===== config.mk =====
export PLATFORM = sky130hd
export DESIGN_NAME = fp_mul_arbiter_flat
export DESIGN_NICKNAME = d
export VERILOG_FILES = /design/src/rtl/fp_mul_pkg.sv /design/src/rtl/fp_mul_arbiter_if.sv /design/src/rtl/fp_mul_core.sv /design/src/rtl/fp_mul_arbiter.sv /design/src/flat_wrapper.sv
export SDC_FILE = /design/constraint.sdc
export NUM_CORES = 2
export LEC_CHECK = 0
export BUFFER_PORTS_ARGS = -buffer_cell sky130_fd_sc_hd__buf_2
export CAP_MARGIN = 20
export CORE_UTILIZATION = 58
export CTS_CLUSTER_DIAMETER = 200
export CTS_CLUSTER_SIZE = 40
export DETAILED_ROUTE_END_ITERATION = 10
export GPL_ROUTABILITY_DRIVEN = 1
export GPL_TIMING_DRIVEN = 1
export PLACE_DENSITY = 0.8
export SYNTH_ARGS = -nofsm -noshare
export SYNTH_HDL_FRONTEND = slang
export SYNTH_SLANG_ARGS = --single-unit

===== constraint.sdc =====
create_clock -name clk_i -period 8.6 [get_ports clk_i]
set_input_delay 0.43 -clock clk_i [delete_from_list [all_inputs] [get_ports clk_i]]
set_output_delay 0.43 -clock clk_i [all_outputs]
set_load 0.02 [all_outputs]

===== src/rtl/fp_mul_pkg.sv =====
// Shared types and constants for the FP multiplier arbiter and its combinational core.
package fp_mul_pkg;

  typedef enum logic [1:0] {IDLE, EXEC, RESP} state_e;

  localparam int          EXP_BIAS = 127;
  localparam int          EXP_MAX  = 255;
  localparam logic [31:0] QNAN     = 32'h7FC0_0000;

  localparam int INV  = 3;
  localparam int OVF  = 2;
  localparam int UNF  = 1;
  localparam int ZERO = 0;

  typedef struct packed {
    logic              sign;
    logic signed [9:0] exp_raw;
    logic [22:0]       mant;
    logic              a_zero;
    logic              b_zero;
    logic              a_inf;
    logic              b_inf;
  } core_out_t;

endpackage


===== src/rtl/fp_mul_arbiter_if.sv =====
// Request/response channels between the FP ALU issue logic and the shared multiplier.
interface fp_mul_arbiter_if;
  logic        req0_valid;
  logic [31:0] req0_a;
  logic [31:0] req0_b;
  logic        req0_ready;
  logic        req1_valid;
  logic [31:0] req1_a;
  logic [31:0] req1_b;
  logic        req1_ready;
  logic        rsp_valid;
  logic        rsp_id;
  logic [31:0] rsp_data;
  logic [3:0]  rsp_flags;
  logic        rsp_ready;

  modport master (
    output req0_valid, req0_a, req0_b, req1_valid, req1_a, req1_b, rsp_ready,
    input  req0_ready, req1_ready, rsp_valid, rsp_id, rsp_data, rsp_flags
  );

  modport slave (
    input  req0_valid, req0_a, req0_b, req1_valid, req1_a, req1_b, rsp_ready,
    output req0_ready, req1_ready, rsp_valid, rsp_id, rsp_data, rsp_flags
  );
endinterface


===== src/rtl/fp_mul_core.sv =====
// Combinational binary32 multiply core: sign, raw exponent, truncated mantissa and
// operand classification. Special-case priority is resolved by the caller.
module fp_mul_core
  import fp_mul_pkg::*;
(
  input  logic [31:0] a_i,
  input  logic [31:0] b_i,
  output core_out_t   res_o
);

  logic [7:0]  ea;
  logic [7:0]  eb;
  logic [47:0] prod;
  logic [9:0]  esum;
  logic        unused_lsbs;

  assign ea   = a_i[30:23];
  assign eb   = b_i[30:23];
  assign prod = {24'd0, 1'b1, a_i[22:0]} * {24'd0, 1'b1, b_i[22:0]};

  // 10 bits covers -127..384 without wrap
  assign esum = {2'b00, ea} + {2'b00, eb} - 10'(EXP_BIAS) + {9'd0, prod[47]};

  // truncation: bits below the kept mantissa are dropped
  assign unused_lsbs = ^prod[22:0];

  assign res_o.sign    = a_i[31] ^ b_i[31];
  assign res_o.exp_raw = $signed(esum);
  assign res_o.mant    = prod[47] ? prod[46:24] : prod[45:23];
  assign res_o.a_zero  = (ea == 8'd0);
  assign res_o.b_zero  = (eb == 8'd0);
  assign res_o.a_inf   = (ea == 8'(EXP_MAX));
  assign res_o.b_inf   = (eb == 8'(EXP_MAX));

endmodule


===== src/rtl/fp_mul_arbiter.sv =====
// Round-robin two-port arbiter and IDLE/EXEC/RESP sequencer around the shared FP multiply core.
module fp_mul_arbiter
  import fp_mul_pkg::*;
(
  input  logic                    clk_i,
  input  logic                    rst_i,
  fp_mul_arbiter_if.slave         bus,
  output logic                    busy_o
);

  state_e      state_q;
  logic        last_grant_q;
  logic [31:0] op_a_q;
  logic [31:0] op_b_q;
  logic        op_id_q;
  logic        rsp_valid_q;
  logic [31:0] rsp_data_q;
  logic [3:0]  rsp_flags_q;

  logic        grant_valid;
  logic        grant;
  logic        idle_ok;
  core_out_t   core;
  logic [31:0] res_data_d;
  logic [3:0]  res_flags_d;

  assign grant_valid = bus.req0_valid | bus.req1_valid;
  // on a tie the requester that did not win last time goes next
  assign grant       = (bus.req0_valid & bus.req1_valid) ? ~last_grant_q : bus.req1_valid;
  assign idle_ok     = (state_q == IDLE) & ~rst_i;

  assign bus.req0_ready = idle_ok & grant_valid & ~grant;
  assign bus.req1_ready = idle_ok & grant_valid & grant;
  assign bus.rsp_valid  = rsp_valid_q;
  assign bus.rsp_id     = op_id_q;
  assign bus.rsp_data   = rsp_data_q;
  assign bus.rsp_flags  = rsp_flags_q;
  assign busy_o         = (state_q != IDLE) & ~rst_i;

  fp_mul_core u_core (
    .a_i   (op_a_q),
    .b_i   (op_b_q),
    .res_o (core)
  );

  always_comb begin
    res_data_d  = {core.sign, core.exp_raw[7:0], core.mant};
    res_flags_d = 4'b0000;
    if ((core.a_zero & core.b_inf) | (core.a_inf & core.b_zero)) begin
      res_data_d       = QNAN;
      res_flags_d[INV] = 1'b1;
    end else if (core.a_inf | core.b_inf) begin
      res_data_d       = {core.sign, 8'hFF, 23'd0};
      res_flags_d[OVF] = 1'b1;
    end else if (core.a_zero | core.b_zero) begin
      res_data_d        = {core.sign, 31'd0};
      res_flags_d[ZERO] = 1'b1;
    end else if (core.exp_raw >= $signed(10'(EXP_MAX))) begin
      res_data_d       = {core.sign, 8'hFF, 23'd0};
      res_flags_d[OVF] = 1'b1;
    end else if (core.exp_raw <= $signed(10'd0)) begin
      res_data_d        = {core.sign, 31'd0};
      res_flags_d[UNF]  = 1'b1;
      res_flags_d[ZERO] = 1'b1;
    end
  end

  always_ff @(posedge clk_i) begin
    if (rst_i) begin
      state_q      <= IDLE;
      last_grant_q <= 1'b1;
      op_a_q       <= 32'd0;
      op_b_q       <= 32'd0;
      op_id_q      <= 1'b0;
      rsp_valid_q  <= 1'b0;
      rsp_data_q   <= 32'd0;
      rsp_flags_q  <= 4'd0;
    end else begin
      case (state_q)
        IDLE: begin
          if (grant_valid) begin
            op_a_q       <= grant ? bus.req1_a : bus.req0_a;
            op_b_q       <= grant ? bus.req1_b : bus.req0_b;
            op_id_q      <= grant;
            last_grant_q <= grant;
            state_q      <= EXEC;
          end
        end
        EXEC: begin
          rsp_data_q  <= res_data_d;
          rsp_flags_q <= res_flags_d;
          rsp_valid_q <= 1'b1;
          state_q     <= RESP;
        end
        RESP: begin
          if (bus.rsp_ready) begin
            rsp_valid_q <= 1'b0;
            state_q     <= IDLE;
          end
        end
        default: state_q <= IDLE;
      endcase
    end
  end

endmodule


===== src/flat_wrapper.sv =====
// flat-port wrapper written by rule: the top's interface ports become plain ports
module fp_mul_arbiter_flat import fp_mul_pkg::*;
  (clk_i, rst_i, busy_o, bus_req0_valid, bus_req0_a, bus_req0_b, bus_req1_valid, bus_req1_a, bus_req1_b, bus_rsp_ready, bus_req0_ready, bus_req1_ready, bus_rsp_valid, bus_rsp_id, bus_rsp_data, bus_rsp_flags);
  fp_mul_arbiter_if bus_i ();
  input  logic clk_i;
  input  logic rst_i;
  output logic busy_o;
  input wire logic [$bits(bus_i.req0_valid)-1:0] bus_req0_valid;
  input wire logic [$bits(bus_i.req0_a)-1:0] bus_req0_a;
  input wire logic [$bits(bus_i.req0_b)-1:0] bus_req0_b;
  input wire logic [$bits(bus_i.req1_valid)-1:0] bus_req1_valid;
  input wire logic [$bits(bus_i.req1_a)-1:0] bus_req1_a;
  input wire logic [$bits(bus_i.req1_b)-1:0] bus_req1_b;
  input wire logic [$bits(bus_i.rsp_ready)-1:0] bus_rsp_ready;
  output wire logic [$bits(bus_i.req0_ready)-1:0] bus_req0_ready;
  output wire logic [$bits(bus_i.req1_ready)-1:0] bus_req1_ready;
  output wire logic [$bits(bus_i.rsp_valid)-1:0] bus_rsp_valid;
  output wire logic [$bits(bus_i.rsp_id)-1:0] bus_rsp_id;
  output wire logic [$bits(bus_i.rsp_data)-1:0] bus_rsp_data;
  output wire logic [$bits(bus_i.rsp_flags)-1:0] bus_rsp_flags;
  assign bus_i.req0_valid = bus_req0_valid;
  assign bus_i.req0_a = bus_req0_a;
  assign bus_i.req0_b = bus_req0_b;
  assign bus_i.req1_valid = bus_req1_valid;
  assign bus_i.req1_a = bus_req1_a;
  assign bus_i.req1_b = bus_req1_b;
  assign bus_i.rsp_ready = bus_rsp_ready;
  assign bus_req0_ready = bus_i.req0_ready;
  assign bus_req1_ready = bus_i.req1_ready;
  assign bus_rsp_valid = bus_i.rsp_valid;
  assign bus_rsp_id = bus_i.rsp_id;
  assign bus_rsp_data = bus_i.rsp_data;
  assign bus_rsp_flags = bus_i.rsp_flags;
  fp_mul_arbiter u_core (.clk_i(clk_i), .rst_i(rst_i), .bus(bus_i), .busy_o(busy_o));
endmodule

==> impl_metrics.csv <==
group,metric,value,unit
run_status,status,"finished with violations",
run_status,violations,"setup timing",
worst_setup_path,worstSetupPathType,"reg -> reg",
worst_setup_path,critPathMostFrequentCell,"fa_1",
detailed_routing,drc,0,
finish,syn2layout_area_growth,20.20,%
detailed_routing,drtIter0Drc,1360,
detailed_routing,routed_wl,71.61,mm
power_and_ir_drop,swShare,0.5375,
logic_synthesis,synth_top_area_share,0.4148,
floorplanning,die_w,202.3,um
power_and_ir_drop,p_leak,14.17,nW
logic_synthesis,ys_top_cells_by_area,"fa_1, ha_1, inv_1, dfxtp_1, and2_1",
timing,hold_violations,0,
finish,final_nets,3784,
detailed_routing,ant_nets,0,
power_and_ir_drop,power.switching,0.004931,W
worst_setup_path,slowest_delay,540,ps
grt,grt_pass1_vias,21430,
logic_synthesis,ys_async_sr_fraction,0,
detailed_routing,via_count,19440,
placed_design,gp_congestion,0.9385,
power_and_ir_drop,seq_power_share,0.075,
worst_setup_path,startpoint_type,"flip-flop",
finish,final_cells,3508,
finish,design_area,0.02796,sq mm
worst_setup_path,required,8830,ps
grt,grtUsageTotal,0.3623,
finish,fill_cells,2994,
worst_setup_path,crit_path_end_kind,"flip-flop",
floorplanning,die-area,0.04091,sq mm
worst_setup_path,critical-path-slowest-cell,"fa_1",
grt,antenna_found_initial,0,
logic_synthesis,ys_ff_latch,105,
power_and_ir_drop,p_int,0.004243,W
floorplanning,coreArea,0.03910,sq mm
clock_network,cts_inserted_buffers,9,
clock_network,numClockSinks,105,
timing,maxSlewHeadroom,0.3192,
floorplanning,ioPinCount,174,
timing,fin_worst_skew,15.88,ps
logic_synthesis,synth_cell_types,65,
finish,num_antenna_cells,0,
clock_network,clock_latency,380,ps
placed_design,io_buffer_count,173,
grt,grt_pass1_wl,113.0,mm
worst_setup_path,crit_fanout,10,
detailed_routing,wl_per_cell,20.41,um
logic_synthesis,yosysSeqAreaShare,0.09037,
timing,finalWorstSetupSlack,-1009,ps
logic_synthesis,netlist_instances,2620,
clock_network,ctsHoldBuffers,0,
logic_synthesis,yosysWarnings,0,
timing,period_needed,9609,ps
detailed_routing,via_per_inst,5.542,
placed_design,place_area,0.02670,sq mm
floorplanning,start_util,0.5949,
logic_synthesis,synth_area_per_cell,8.878,sq um
timing,min_period_over_period,1.117,
power_and_ir_drop,power_frac_clock,0.051,
power_and_ir_drop,powerDensity,328.1,mW/mm^2
clock_network,htree_levels,3,
placed_design,dp.cells,3433,
worst_setup_path,critPathArrivalTime,9840,ps
detailed_routing,firstDrtPassIters,6,
timing,slew_viol_final,0,
clock_network,cts_root_buf,"clkbuf_16",
finish,final_layout_size_suffix_gt1_frac,0.2247,
logic_synthesis,syn_area,0.02326,sq mm
logic_synthesis,synth_edf_count,0,
logic_synthesis,synth_top_cell_by_area,"fa_1",
run,maxCapViolCount,0,
floorplanning,core.rowCount,72,
hold_path,min_path_type,"in -> reg",
finish,final_cell_mix,"inv_1, fa_1, nand2_1",
power_and_ir_drop,combPwrFrac,0.874,
worst_setup_path,regToRegSetupSlack,-1010,ps
placed_design,dp_hpwl,58.36,mm
timing,rsz0062_at_grt,"yes",
grt,grt_overflow,0,
timing,tightest_slew,1021,ps
clock_network,clock_path_buffers,2,
floorplanning,die_h,202.3,um
timing,fin_hold_ws,352.1,ps
logic_synthesis,syn_nets,3419,
logic_synthesis,synthFlopType,"dfxtp_1",
clock_network,clk_pin_slew,80,ps
clock_network,cts_tree,"yes",
finish,layout_commonest_cell,"inv_1",
power_and_ir_drop,ir_worst_vdd,0.0005047,V
grt,grt_start_max_net_pins,106,
timing,setup_viol_count_final,34,
timing,max_freq,104.1,MHz
power by group through the flow:
stage / logic [W] / registers (W) / clock network (W)
floorplan: 0.00473 / 0.000646 / 0
global placement: 0.00734 / 0.000699 / 0
detailed placement: 0.00758 / 0.000702 / 0
CTS: 0.00779 / 0.000685 / 0.000477
global route: 0.00883 / 0.000689 / 0.000495
finish: 0.00802 / 0.000685 / 0.000468
cell families (layout without fill, tap and decap cells):
group	after synthesis	in the layout	share of synthesized area
AOI/OAI and AO/OA	254	254	0.07493
buffers and inverters	711	1078	0.1153
xor gates and xnor gates	31	31	0.01167
and+or+nand+nor	769	772	0.1577
DFF	105	105	0.09037
adders and majority gates	666	666	0.5138
muxes	84	84	0.03615
synthesized netlist by cell type (47+ instances only):
cell type  instances
a211oi_1          75
a21oi_1           57
and2_1           214
clkbuf_1         120
dfxtp_1          105
fa_1             482
ha_1             184
inv_1            576
mux2i_1           84
nand2_1          326
nor2_1           137
o21ai_0           47
flip-flops by register name, summed over array words and instances (netlist names):
| register | flops |
|---|---|
| u_core.last_grant_q | 1 |
| u_core.bus.rsp_flags | 4 |
| u_core.op_b_q | 32 |
| u_core.bus.rsp_valid | 1 |
| u_core.bus.rsp_id | 1 |
| u_core.state_q | 2 |
| u_core.bus.rsp_data | 32 |
| u_core.op_a_q | 32 |
stage by stage:
| step | setup TNS, ps | power [W] | worst slack [ps] | util |
|---|---|---|---|---|
| after floorplan | -4884 | 0.005372 | -293.9 | - |
| after global placement | -29330 | 0.008043 | -1021 | 0.6828 |
| after detailed placement | -36430 | 0.008285 | -1226 | 0.6830 |
| after CTS | -23340 | 0.008953 | -783.0 | 0.7066 |
| after global routing | -38640 | 0.01002 | -1286 | 0.7151 |
| final | -29570 | 0.009174 | -1009 | 0.7151 |
layer usage:
metal | part of all wire | track usage | up-vias
met2 | 0.49 | 0.6327 | 746
li1 | - | - | 8709
met3 | 0.067 | 0.04982 | 206
met4 | 0.064 | 0.2014 | 0
met1 | 0.38 | 0.4298 | 9781
met5 | 0 | 0 | -
repair_timing:
item / 4_1_cts / 5_1_grt
cloned: 4 / 0
pin swaps: 17 / 28
endpoints found under the setup margin: 34 / 34
buffers inserted: 33 / 25
gates resized for setup: 75 / 41
worst paths after layout:
kind,from,endpoint,depth (start not counted)
max,u_core.op_a_q[9],u_core.bus.rsp_data[9],39
max reg2reg,u_core.op_a_q[9],u_core.bus.rsp_data[9],39
min reg2reg,u_core.bus.rsp_data[0],u_core.bus.rsp_data[0],2
min,bus_rsp_ready,u_core.state_q[1],3
cell type report:
cell class                 count  area [sq um]  share of cell area
multi-input combinational   1807         19090              0.6827
timing repair buffer         482          3467              0.1240
tap                          518         648.1             0.02318
sequential                   105          2215             0.07921
inverter                     580          2207             0.07894
clock buffer                  11         275.3            0.009846
clock inverter                 5         58.81            0.002103
critical path, delay by kind of cell (launching register included):
kind | cells | cell delay (ps)
adders and majority gates | 10 | 4130
AOI/OAI and AO/OA | 9 | 2370
buffers and inverters | 12 | 1270
and+or+nand+nor | 6 | 960
DFF | 1 | 420
xor gates and xnor gates | 2 | 300
No activity file was read; power rests on OpenSTA's default activity.
